## src/rtl/pipeline_hazard_ctrl.sv

```systemverilog
// ---------------------------------------------------------------------------
// pipeline_hazard_ctrl
//
// Central hazard and control-flow sequencer for the 5-stage RV32I pipeline.
// It sits beside EX and uses these inputs:
//   - the resolved branch/jump decision,
//   - ID/EX register-use information,
//   - the data-memory busy flag.
// From them it produces:
//   - the stall and flush controls,
//   - the PC redirect,
//   - a misaligned-target exception flag.
// A post-redirect flush counter covers instruction-memory latency.
// Saturating performance counters count branches and taken branches.
//
// Parameters:
//   XLEN         address / target width
//   FLUSH_CYCLES extra IF/ID flush cycles after a redirect (0..7)
//   CNT_W        performance counter width
//
// Ports:
//   clk, reset                  rising-edge clock, async active-high reset
//   ex_valid/branch/jump        EX instruction qualifiers
//   ex_pc_sel                   branch condition met
//   ex_target                   resolved control-flow target
//   ex_mem_read, ex_rd          EX load flag and destination register
//   id_valid, id_rs1/2          ID validity and source registers
//   id_use_rs1/2                ID instruction actually reads rs1/rs2
//   dmem_busy                   data memory not ready (freeze)
//   pc_stall, if_id_stall       hold the PC / IF-ID register
//   ex_stall                    hold ID-EX and later stages
//   if_id_flush, id_ex_flush    bubble insertion
//   redirect_valid/_pc          PC redirect request and target
//   misalign_exc                taken target not 4-byte aligned
//   perf_branches, perf_taken   saturating event counters
// ---------------------------------------------------------------------------
module pipeline_hazard_ctrl #(
  parameter int XLEN         = 32,
  parameter int FLUSH_CYCLES = 1,
  parameter int CNT_W        = 32
) (
  input  logic             clk,
  input  logic             reset,
  input  logic             ex_valid,
  input  logic             ex_branch,
  input  logic             ex_jump,
  input  logic             ex_pc_sel,
  input  logic [XLEN-1:0]  ex_target,
  input  logic             ex_mem_read,
  input  logic [4:0]       ex_rd,
  input  logic             id_valid,
  input  logic [4:0]       id_rs1,
  input  logic [4:0]       id_rs2,
  input  logic             id_use_rs1,
  input  logic             id_use_rs2,
  input  logic             dmem_busy,
  output logic             pc_stall,
  output logic             if_id_stall,
  output logic             ex_stall,
  output logic             if_id_flush,
  output logic             id_ex_flush,
  output logic             redirect_valid,
  output logic [XLEN-1:0]  redirect_pc,
  output logic             misalign_exc,
  output logic [CNT_W-1:0] perf_branches,
  output logic [CNT_W-1:0] perf_taken
);

  typedef enum logic {
    RUN   = 1'b0,
    FLUSH = 1'b1
  } state_t;

  localparam logic [2:0] FLUSH_INIT = 3'(FLUSH_CYCLES);

  state_t           state_q, state_d;
  logic [2:0]       fcnt_q, fcnt_d;
  logic [CNT_W-1:0] perf_branches_q, perf_branches_d;
  logic [CNT_W-1:0] perf_taken_q, perf_taken_d;

  logic taken_s;
  logic lu_s;
  logic br_evt_s;
  logic tk_evt_s;

  // Saturating increment used by both performance counters.
  function automatic logic [CNT_W-1:0] sat_inc(input logic [CNT_W-1:0] v);
    if (&v) begin
      sat_inc = v;
    end else begin
      sat_inc = v + CNT_W'(1);
    end
  endfunction

  // Hazard qualifiers.
  // x0 is never a real dependency, so ex_rd==0 cannot cause a load-use stall.
  always_comb begin
    taken_s  = ex_valid & ((ex_branch & ex_pc_sel) | ex_jump);
    lu_s     = ex_valid & ex_mem_read & (ex_rd != 5'd0) & id_valid &
               ((id_use_rs1 & (id_rs1 == ex_rd)) |
                (id_use_rs2 & (id_rs2 == ex_rd)));
    br_evt_s = ex_valid & ex_branch;
    tk_evt_s = ex_valid & ex_branch & ex_pc_sel;
  end

  // Priority decode of control outputs and next flush-sequencer state.
  always_comb begin
    pc_stall       = 1'b0;
    if_id_stall    = 1'b0;
    ex_stall       = 1'b0;
    if_id_flush    = 1'b0;
    id_ex_flush    = 1'b0;
    redirect_valid = 1'b0;
    misalign_exc   = 1'b0;
    state_d        = state_q;
    fcnt_d         = fcnt_q;

    if (dmem_busy) begin
      // Freeze: everything holds, including a pending redirect in EX.
      pc_stall    = 1'b1;
      if_id_stall = 1'b1;
      ex_stall    = 1'b1;
    end else if (taken_s && !ex_target[1]) begin
      // The ID instruction is wrong-path, so a load-use hit is moot here.
      redirect_valid = 1'b1;
      if_id_flush    = 1'b1;
      id_ex_flush    = 1'b1;
      if (FLUSH_INIT != 3'd0) begin
        state_d = FLUSH;
        fcnt_d  = FLUSH_INIT;
      end else begin
        state_d = RUN;
        fcnt_d  = 3'd0;
      end
    end else if (taken_s) begin
      misalign_exc = 1'b1;
      if_id_flush  = 1'b1;
      id_ex_flush  = 1'b1;
      state_d      = RUN;
      fcnt_d       = 3'd0;
    end else if (lu_s) begin
      pc_stall    = 1'b1;
      if_id_stall = 1'b1;
      id_ex_flush = 1'b1;
      // Inside a flush window the IF-ID flush still applies.
      // Downstream, flush wins over stall at IF-ID.
      if (state_q == FLUSH) begin
        if_id_flush = 1'b1;
        if (fcnt_q <= 3'd1) begin
          state_d = RUN;
          fcnt_d  = 3'd0;
        end else begin
          fcnt_d = fcnt_q - 3'd1;
        end
      end else begin
        state_d = state_q;
      end
    end else if (state_q == FLUSH) begin
      if_id_flush = 1'b1;
      if (fcnt_q <= 3'd1) begin
        state_d = RUN;
        fcnt_d  = 3'd0;
      end else begin
        fcnt_d = fcnt_q - 3'd1;
      end
    end else begin
      state_d = state_q;
    end
  end

  // Performance counter next values.
  // Counting is gated by the freeze so a stalled branch is counted once.
  always_comb begin
    perf_branches_d = perf_branches_q;
    perf_taken_d    = perf_taken_q;
    if (!dmem_busy) begin
      if (br_evt_s) begin
        perf_branches_d = sat_inc(perf_branches_q);
      end else begin
        perf_branches_d = perf_branches_q;
      end
      if (tk_evt_s) begin
        perf_taken_d = sat_inc(perf_taken_q);
      end else begin
        perf_taken_d = perf_taken_q;
      end
    end else begin
      perf_branches_d = perf_branches_q;
      perf_taken_d    = perf_taken_q;
    end
  end

  // State, flush counter and performance counter registers.
  always_ff @(posedge clk or posedge reset) begin
    if (reset) begin
      state_q         <= RUN;
      fcnt_q          <= 3'd0;
      perf_branches_q <= '0;
      perf_taken_q    <= '0;
    end else begin
      state_q         <= state_d;
      fcnt_q          <= fcnt_d;
      perf_branches_q <= perf_branches_d;
      perf_taken_q    <= perf_taken_d;
    end
  end

  // Output mapping.
  always_comb begin
    redirect_pc   = ex_target;
    perf_branches = perf_branches_q;
    perf_taken    = perf_taken_q;
  end

  pipeline_hazard_ctrl_checker u_checker (
    .clk            (clk),
    .reset          (reset),
    .dmem_busy      (dmem_busy),
    .if_id_flush    (if_id_flush),
    .id_ex_flush    (id_ex_flush),
    .redirect_valid (redirect_valid),
    .misalign_exc   (misalign_exc)
  );

endmodule

// ---------------------------------------------------------------------------
// pipeline_hazard_ctrl_checker
//
// Invariants on the hazard controller outputs.
// Ports: clk, reset, dmem_busy and the flush/redirect/exception outputs.
// ---------------------------------------------------------------------------
module pipeline_hazard_ctrl_checker (
  input logic clk,
  input logic reset,
  input logic dmem_busy,
  input logic if_id_flush,
  input logic id_ex_flush,
  input logic redirect_valid,
  input logic misalign_exc
);

  a_redir_xor_misalign: assert property (@(posedge clk) disable iff (reset)
    !(redirect_valid && misalign_exc));

  a_freeze_quiet: assert property (@(posedge clk) disable iff (reset)
    dmem_busy |-> (!redirect_valid && !misalign_exc && !if_id_flush && !id_ex_flush));

  a_redirect_flushes: assert property (@(posedge clk) disable iff (reset)
    redirect_valid |-> (if_id_flush && id_ex_flush));

endmodule

```

## config.mk

```make
export PLATFORM = sky130hd
export DESIGN_NAME = pipeline_hazard_ctrl
export DESIGN_NICKNAME = d
export VERILOG_FILES = /design/src/rtl/pipeline_hazard_ctrl.sv
export SDC_FILE = /design/constraint.sdc
export NUM_CORES = 1
export LEC_CHECK = 0
export ABC_AREA = 1
export CAP_MARGIN = 20
export CORE_ASPECT_RATIO = 0.9
export CORE_MARGIN = 5
export CORE_UTILIZATION = 43
export CTS_CLUSTER_DIAMETER = 40
export CTS_CLUSTER_SIZE = 14
export DETAILED_ROUTE_END_ITERATION = 10
export GPL_ROUTABILITY_DRIVEN = 1
export PLACE_DENSITY_LB_ADDON = 0.15
export SYNTH_ARGS = -nofsm -noshare
export SYNTH_HDL_FRONTEND = slang
export SYNTH_HIERARCHICAL = 1
export SYNTH_SLANG_ARGS = --single-unit
```

## constraint.sdc

```tcl
create_clock -name clk -period 1.8 [get_ports clk]
set_input_delay 0.27 -clock clk [delete_from_list [all_inputs] [get_ports clk]]
set_output_delay 0.27 -clock clk [all_outputs]
set_load 0.05 [all_outputs]
```

==> results_dict.tcl, run 1 <==
set metrics [dict create \
    finish.utilization 0.565 \
    pin_count_of_the_biggest_net_entering_global_routing 33 \
    timing.max_cap.violations 0 \
    standard_cell_row_count 37 \
    remaining_drc_errors 0 \
    avgRoutedWirePerCell_um 13.8 \
    final-instance-count-excl-fill 1048 \
    post-dp-hpwl_mm 11.4 \
    cts.clk_slew.worst_paths_ns 0.06 \
    initial_util 0.439 \
    netlist_instances 786 \
    vdd.ir_drop.worst_uv 461 \
    final_common_cell "sky130_fd_sc_hd__nand2_1" \
    numClockSinks 68 \
    path_class_of_the_lowest_slack_min_delay_path "in2async" \
    grt_overflow 0 \
    arrival_ns 1.45 \
    buffer_ports.inserted 98 \
    antenna_found_initial 0 \
    die_width_um 124 \
    crit_required_ns 1.53 \
    setup_violations 0 \
    power_leakage_nw 3.16 \
    hold_viol_final 0 \
    core_area_mm2 0.0114 \
    whs_ns 0.295 \
    grt_pass1_wl_mm 24.3 \
    yosysUniqueCellTypes 22 \
    pins_over_their_slew_limit 0 \
    dp.cells 1029 \
    worst_pin_slew_ns 0.475 \
    crit_path_end_kind "output port" \
    gp_congestion 0.909 \
    flow.area_growth_from_synthesis_pct 28.8 \
    synth.net_count 847 \
    min_cycle_time_layout_ns 1.72 \
    first_global_vias 4857 \
    die_area_mm2 0.0139 \
    setup_tns_ns 0 \
    worst_clk_skew_ns 0.00723 \
    clock_insertion_delay_worst_skew_ns 0.34 \
    setup_repair_after_global_routing_missed_its_margin "yes" \
    outcome "finished clean" \
    ctsHtreeMaxLevel 3 \
    cellPowerDensity_mw_per_mm2 720 \
    drt-vias-per-instance 4.91 \
    clockBufferDepth 2 \
    layout_cell_share_with_drive_strength_beyond_1 0.188 \
    final.period_utilization 0.953 \
    synth_warnings 6 \
    yosys_register_bits 68 \
    share_of_synthesized_area_occupied_by_flip_flops_and_latches 0.339 \
    antennaDiodeCount 0 \
    crit_path_max_fanout 2 \
    final_nets 948 \
    timing.setup.critical_path_class "in2out" \
    tritoncts "built" \
    syn_area_mm2 0.00502 \
    rrSetupSlack_ns 0.10 \
    dr_total_vias 5146 \
    cts_made_buffers 9 \
    worst_r2r_endpoint "perf_taken[20]" \
    detail-route-antenna-nets 0 \
    setup.worst_path.start_class "primary input" \
    fmaxAchievable_mhz 583 \
    wirelength_mm 14.5 \
    cts_hold_repair.buffers 0 \
    r2r-start "perf_taken[7]" \
    num_io_pins 161 \
    most_frequent_cells_in_the_layout "sky130_fd_sc_hd__nand2_1 (398), sky130_fd_sc_hd__nor2_1 (112), sky130_fd_sc_hd__buf_4 (96)" \
    groute.usage.overall 0.218 \
    firstDrtPassIters 5 \
    syn_avg_cell_area_um2 6.38 \
    report.power.total_mw 4.65 \
    slew_headroom 0.683 \
    root_buffer "sky130_fd_sc_hd__clkbuf_16" \
    die_h_um 112 \
    drt_iter0_drc 324 \
    worst_r2r_path_depth 9 \
]
sequential cells by signal, summed over array words and instances (netlist names):
register,flops
fcnt_q,3
perf_branches,32
perf_taken,32
state_q,1
layout make-up:
class,instances,area (um^2)
Fill cell,1138,4970
Multi-Input combinational cell,636,2870
Sequential cell,68,1720
Timing Repair Buffer,134,1220
Clock buffer,12,256
Tap cell,156,195
Inverter,38,154
Clock inverter,4,47.5
how the worst max path moves through the flow:
stage | startpoint | endpoint | depth (start not counted)
CTS | ex_rd[3] | pc_stall | 10
detailed placement | ex_rd[1] | pc_stall | 10
global placement | ex_rd[4] | if_id_stall | 8
floorplan | perf_taken[0] | perf_taken[15] | 11
finish | id_rs2[3] | pc_stall | 8
global route | id_rs1[2] | id_ex_flush | 8
kinds of logic (layout without fill, tap and decap cells):
logic type | Yosys count | after routing | synth area share
AO/OA/AOI/OAI | 18 | 18 | 0.0180
XOR/XNOR | 31 | 31 | 0.0541
adder cells (fa/ha/maj) | 3 | 3 | 0.00748
buffers and inverters | 82 | 188 | 0.100
flip-flops | 68 | 68 | 0.339
AND/OR/NAND/NOR | 584 | 584 | 0.481
per-stage QoR:
stage | setup WS [ns] | cell area, um^2
3_5_place_dp | -0.121 | 6090
4_1_cts | 0.00338 | 6400
6_report | 0.0848 | 6460
2_1_floorplan | 0.00514 | 5060
3_3_place_gp | -0.0850 | 6090
5_1_grt | -0.00475 | 6460
layer usage:
layer | vias to the layer above | global-route usage | wire (um)
li1 | 2588 | - | -
met1 | 2375 | 0.311 | 6810
met4 | 0 | 0.0517 | 163
met5 | - | 0 | 0
met2 | 160 | 0.332 | 6500
met3 | 23 | 0.0554 | 1010
worst max-delay path, stage by stage:
cell and delay [ns]:
sky130_fd_sc_hd__clkdlybuf4s50_1 0.47, sky130_fd_sc_hd__o21ai_0 0.09, sky130_fd_sc_hd__nor2_1 0.11, sky130_fd_sc_hd__nand3_1 0.09
sky130_fd_sc_hd__nand2_2 0.09, sky130_fd_sc_hd__nand3_2 0.08, sky130_fd_sc_hd__nand2_4 0.10, sky130_fd_sc_hd__buf_12 0.14
where the power goes:
part | internal [mW] | switching, mW
sequential | 1.63 | 0.132
combinational | 0.417 | 0.643
clock | 1.14 | 0.680
total | 3.19 | 1.45
cells in the mapped netlist:
cell type                  count  area share
sky130_fd_sc_hd__nand2_4       2      0.0045
sky130_fd_sc_hd__nand4_1       7      0.0087
sky130_fd_sc_hd__nand3_2       2      0.0040
sky130_fd_sc_hd__inv_6         1      0.0017
sky130_fd_sc_hd__nand2_2       4      0.0050
sky130_fd_sc_hd__ha_1          3      0.0075
sky130_fd_sc_hd__nand3_1      14       0.014
sky130_fd_sc_hd__inv_4         1      0.0012
sky130_fd_sc_hd__nor3_1        1      0.0010
sky130_fd_sc_hd__xnor2_1      12       0.021
sky130_fd_sc_hd__nor2_4        5       0.011
sky130_fd_sc_hd__buf_6         6       0.013
sky130_fd_sc_hd__inv_1        34       0.025
sky130_fd_sc_hd__nor2_1      117       0.088
sky130_fd_sc_hd__nand2_1     402        0.30
sky130_fd_sc_hd__xor2_1       19       0.033
sky130_fd_sc_hd__nand3b_1     28       0.042
sky130_fd_sc_hd__buf_4        38       0.057
sky130_fd_sc_hd__inv_2         2      0.0015
sky130_fd_sc_hd__dfrtp_1      68        0.34
sky130_fd_sc_hd__o21ai_0      18       0.018
sky130_fd_sc_hd__and2_1        2      0.0025
what timing repair did:
item | in CTS | in global routing
gates resized for setup | 12 | 17
endpoints found under the setup margin | 3 | 32
setup buffers | 0 | 3
pin swaps | 4 | 8
Note: power is estimated with default switching activity, not from simulation.
==> run 2, diff against run 1 <==
--- a/config.mk
+++ b/config.mk
@@ -7,9 +7,11 @@
 export LEC_CHECK = 0
 export ABC_AREA = 1
 export CAP_MARGIN = 20
+export CELL_PAD_IN_SITES_DETAIL_PLACEMENT = 0
+export CELL_PAD_IN_SITES_GLOBAL_PLACEMENT = 1
 export CORE_ASPECT_RATIO = 0.9
 export CORE_MARGIN = 5
-export CORE_UTILIZATION = 43
+export CORE_UTILIZATION = 29
 export CTS_CLUSTER_DIAMETER = 40
 export CTS_CLUSTER_SIZE = 14
 export DETAILED_ROUTE_END_ITERATION = 10
==> results_dict.tcl, run 2 (synthesized netlist as in run 1, its figures left out) <==
set metrics [dict create \
    most_frequent_cells_in_the_layout "sky130_fd_sc_hd__nand2_1 (398), sky130_fd_sc_hd__buf_4 (112), sky130_fd_sc_hd__nor2_1 (110)" \
    vdd.ir_drop.worst_uv 387 \
    min_cycle_time_layout_ns 1.74 \
    fmaxAchievable_mhz 576 \
    grt_pass1_wl_mm 26.3 \
    die_width_um 149 \
    standard_cell_row_count 45 \
    met3WireLength_mm 1.09 \
    detail-route-antenna-nets 0 \
    clock_insertion_delay_worst_skew_ns 0.35 \
    root_buffer "sky130_fd_sc_hd__clkbuf_16" \
    post-dp-hpwl_mm 12.5 \
    first_global_vias 4995 \
    firstDrtPassIters 7 \
    tritoncts "built" \
    placement.cell_area_mm2 0.00635 \
    crit_path_end_kind "output port" \
    gp_congestion 0.875 \
    final_nets 970 \
    pin_count_of_the_biggest_net_entering_global_routing 69 \
    numClockSinks 68 \
    flow.area_growth_from_synthesis_pct 37.1 \
    worst_clk_skew_ns 0.00934 \
    antenna_found_initial 0 \
    antennaDiodeCount 0 \
    power_leakage_nw 3.37 \
    whs_ns 0.333 \
    num_io_pins 161 \
    route.layer.met1.wl_mm 8.74 \
    slew_headroom 0.726 \
    final-instance-count-excl-fill 1149 \
    met2WireLength_mm 6.88 \
    initial_util 0.296 \
    crit_buf_inv 2 \
    remaining_drc_errors 0 \
    worst_slack_ns 0.0649 \
    wirelength_mm 17.0 \
    hold_viol_final 0 \
    crit_required_ns 1.53 \
    die_h_um 135 \
    layout_cell_share_with_drive_strength_beyond_1 0.213 \
    arrival_ns 1.47 \
    dp.cells 1125 \
    pins_over_their_slew_limit 0 \
    critical_path.cell_chain "clkdlybuf4s50_1, nand3_1, nand2_1, nand2_2, nand2_1, buf_12" \
    cts_made_buffers 9 \
    setup.worst_path.start_class "primary input" \
    path_class_of_the_lowest_slack_min_delay_path "in2reg" \
    dr_total_vias 5228 \
    drt-vias-per-instance 4.55 \
    setup_violations 0 \
    final_cell_area_mm2 0.00688 \
    avgRoutedWirePerCell_um 14.8 \
    timing.setup.critical_path_class "in2out" \
    buffer_ports.inserted 98 \
    setup_repair_after_global_routing_missed_its_margin "yes" \
    drt_iter0_drc 323 \
    critical_path.top_delay_family "buffers and inverters" \
    cellPowerDensity_mw_per_mm2 697 \
    worst_path_most_repeated_cell "sky130_fd_sc_hd__nand2_1" \
    cts.clk_slew.worst_paths_ns 0.06 \
    final.period_utilization 0.964 \
    highest-signal-layer "met4" \
    die_area_mm2 0.0200 \
    ctsHtreeMaxLevel 3 \
    critical_path.slowest_cell "sky130_fd_sc_hd__clkdlybuf4s50_1" \
    final_common_cell "sky130_fd_sc_hd__nand2_1" \
    timing.max_cap.violations 0 \
    core_area_mm2 0.0169 \
    crit_path_largest_cell_delay_ns 0.53 \
    report.power.total_mw 4.80 \
    place_worst_setup_slack_ns -0.102 \
    worst_pin_slew_ns 0.411 \
    clockBufferDepth 2 \
    groute.usage.overall 0.166 \
    outcome "finished clean" \
    cts_hold_repair.buffers 0 \
    crit_path_max_fanout 5 \
    grt_overflow 0 \
]
==> run 2: final cells by class <==
type | count | area, um^2
tap | 235 | 294
inverter | 38 | 156
timing repair buffer | 156 | 1480
sequential | 68 | 1720
multi-input combinational | 636 | 2910
clock inverter | 5 | 75.1
clock buffer | 11 | 243
fill | 1787 | 10100
==> run 2: layer usage <==
layer	vias up	global-route usage
met4	0	0.0467
met2	143	0.236
met1	2412	0.244
li1	2642	-
met3	31	0.0470
met5	-	0
==> run 2: path summary, 6_finish.rpt <==
path | from | slack (ns) | cells after the start | to
worst max-delay path | ex_valid | 0.06 | 6 | if_id_flush
worst min-delay path | dmem_busy | 0.33 | 2 | state_q
worst max register to register | perf_taken[5] | 0.08 | 10 | perf_taken[10]
worst min register to register | state_q | 0.50 | 2 | state_q
max in group asynchronous | reset | 1.05 | 3 | perf_branches[1]
min in group asynchronous | reset | 0.39 | 3 | perf_taken[20]
==> run 2: through the flow <==
step,util,setup TNS (ns)
floorplan,-,0
global placement,0.375,-0.167
detailed placement,0.375,-0.231
CTS,0.393,-0.0222
global route,0.406,-0.0208
finish,0.406,0
==> run 2: what timing repair did <==
action                                  4_1_cts  5_1_grt
gates resized for setup                      11       32
endpoints found under the setup margin        5       67
pin swaps                                     6       13
setup buffers                                 0        4
gates cloned                                  0        4
==> run 2: where the power goes <==
group	internal (mW)	leakage (nW)	total (mW)	switching, mW
Combinational	0.420	2.30	1.06	0.639
Clock	1.25	0.159	1.97	0.725
Sequential	1.63	0.919	1.77	0.131
Total	3.30	3.37	4.80	1.50
==> run 3, diff against run 2 <==
--- a/config.mk
+++ b/config.mk
@@ -16,6 +16,7 @@
 export CTS_CLUSTER_SIZE = 14
 export DETAILED_ROUTE_END_ITERATION = 10
 export GPL_ROUTABILITY_DRIVEN = 1
+export HOLD_SLACK_MARGIN = 0.15
 export PLACE_DENSITY_LB_ADDON = 0.15
 export SYNTH_ARGS = -nofsm -noshare
 export SYNTH_HDL_FRONTEND = slang
==> results of run 3 <==
Same layout as run 2: the final DEF is identical, and so are final timing and power.
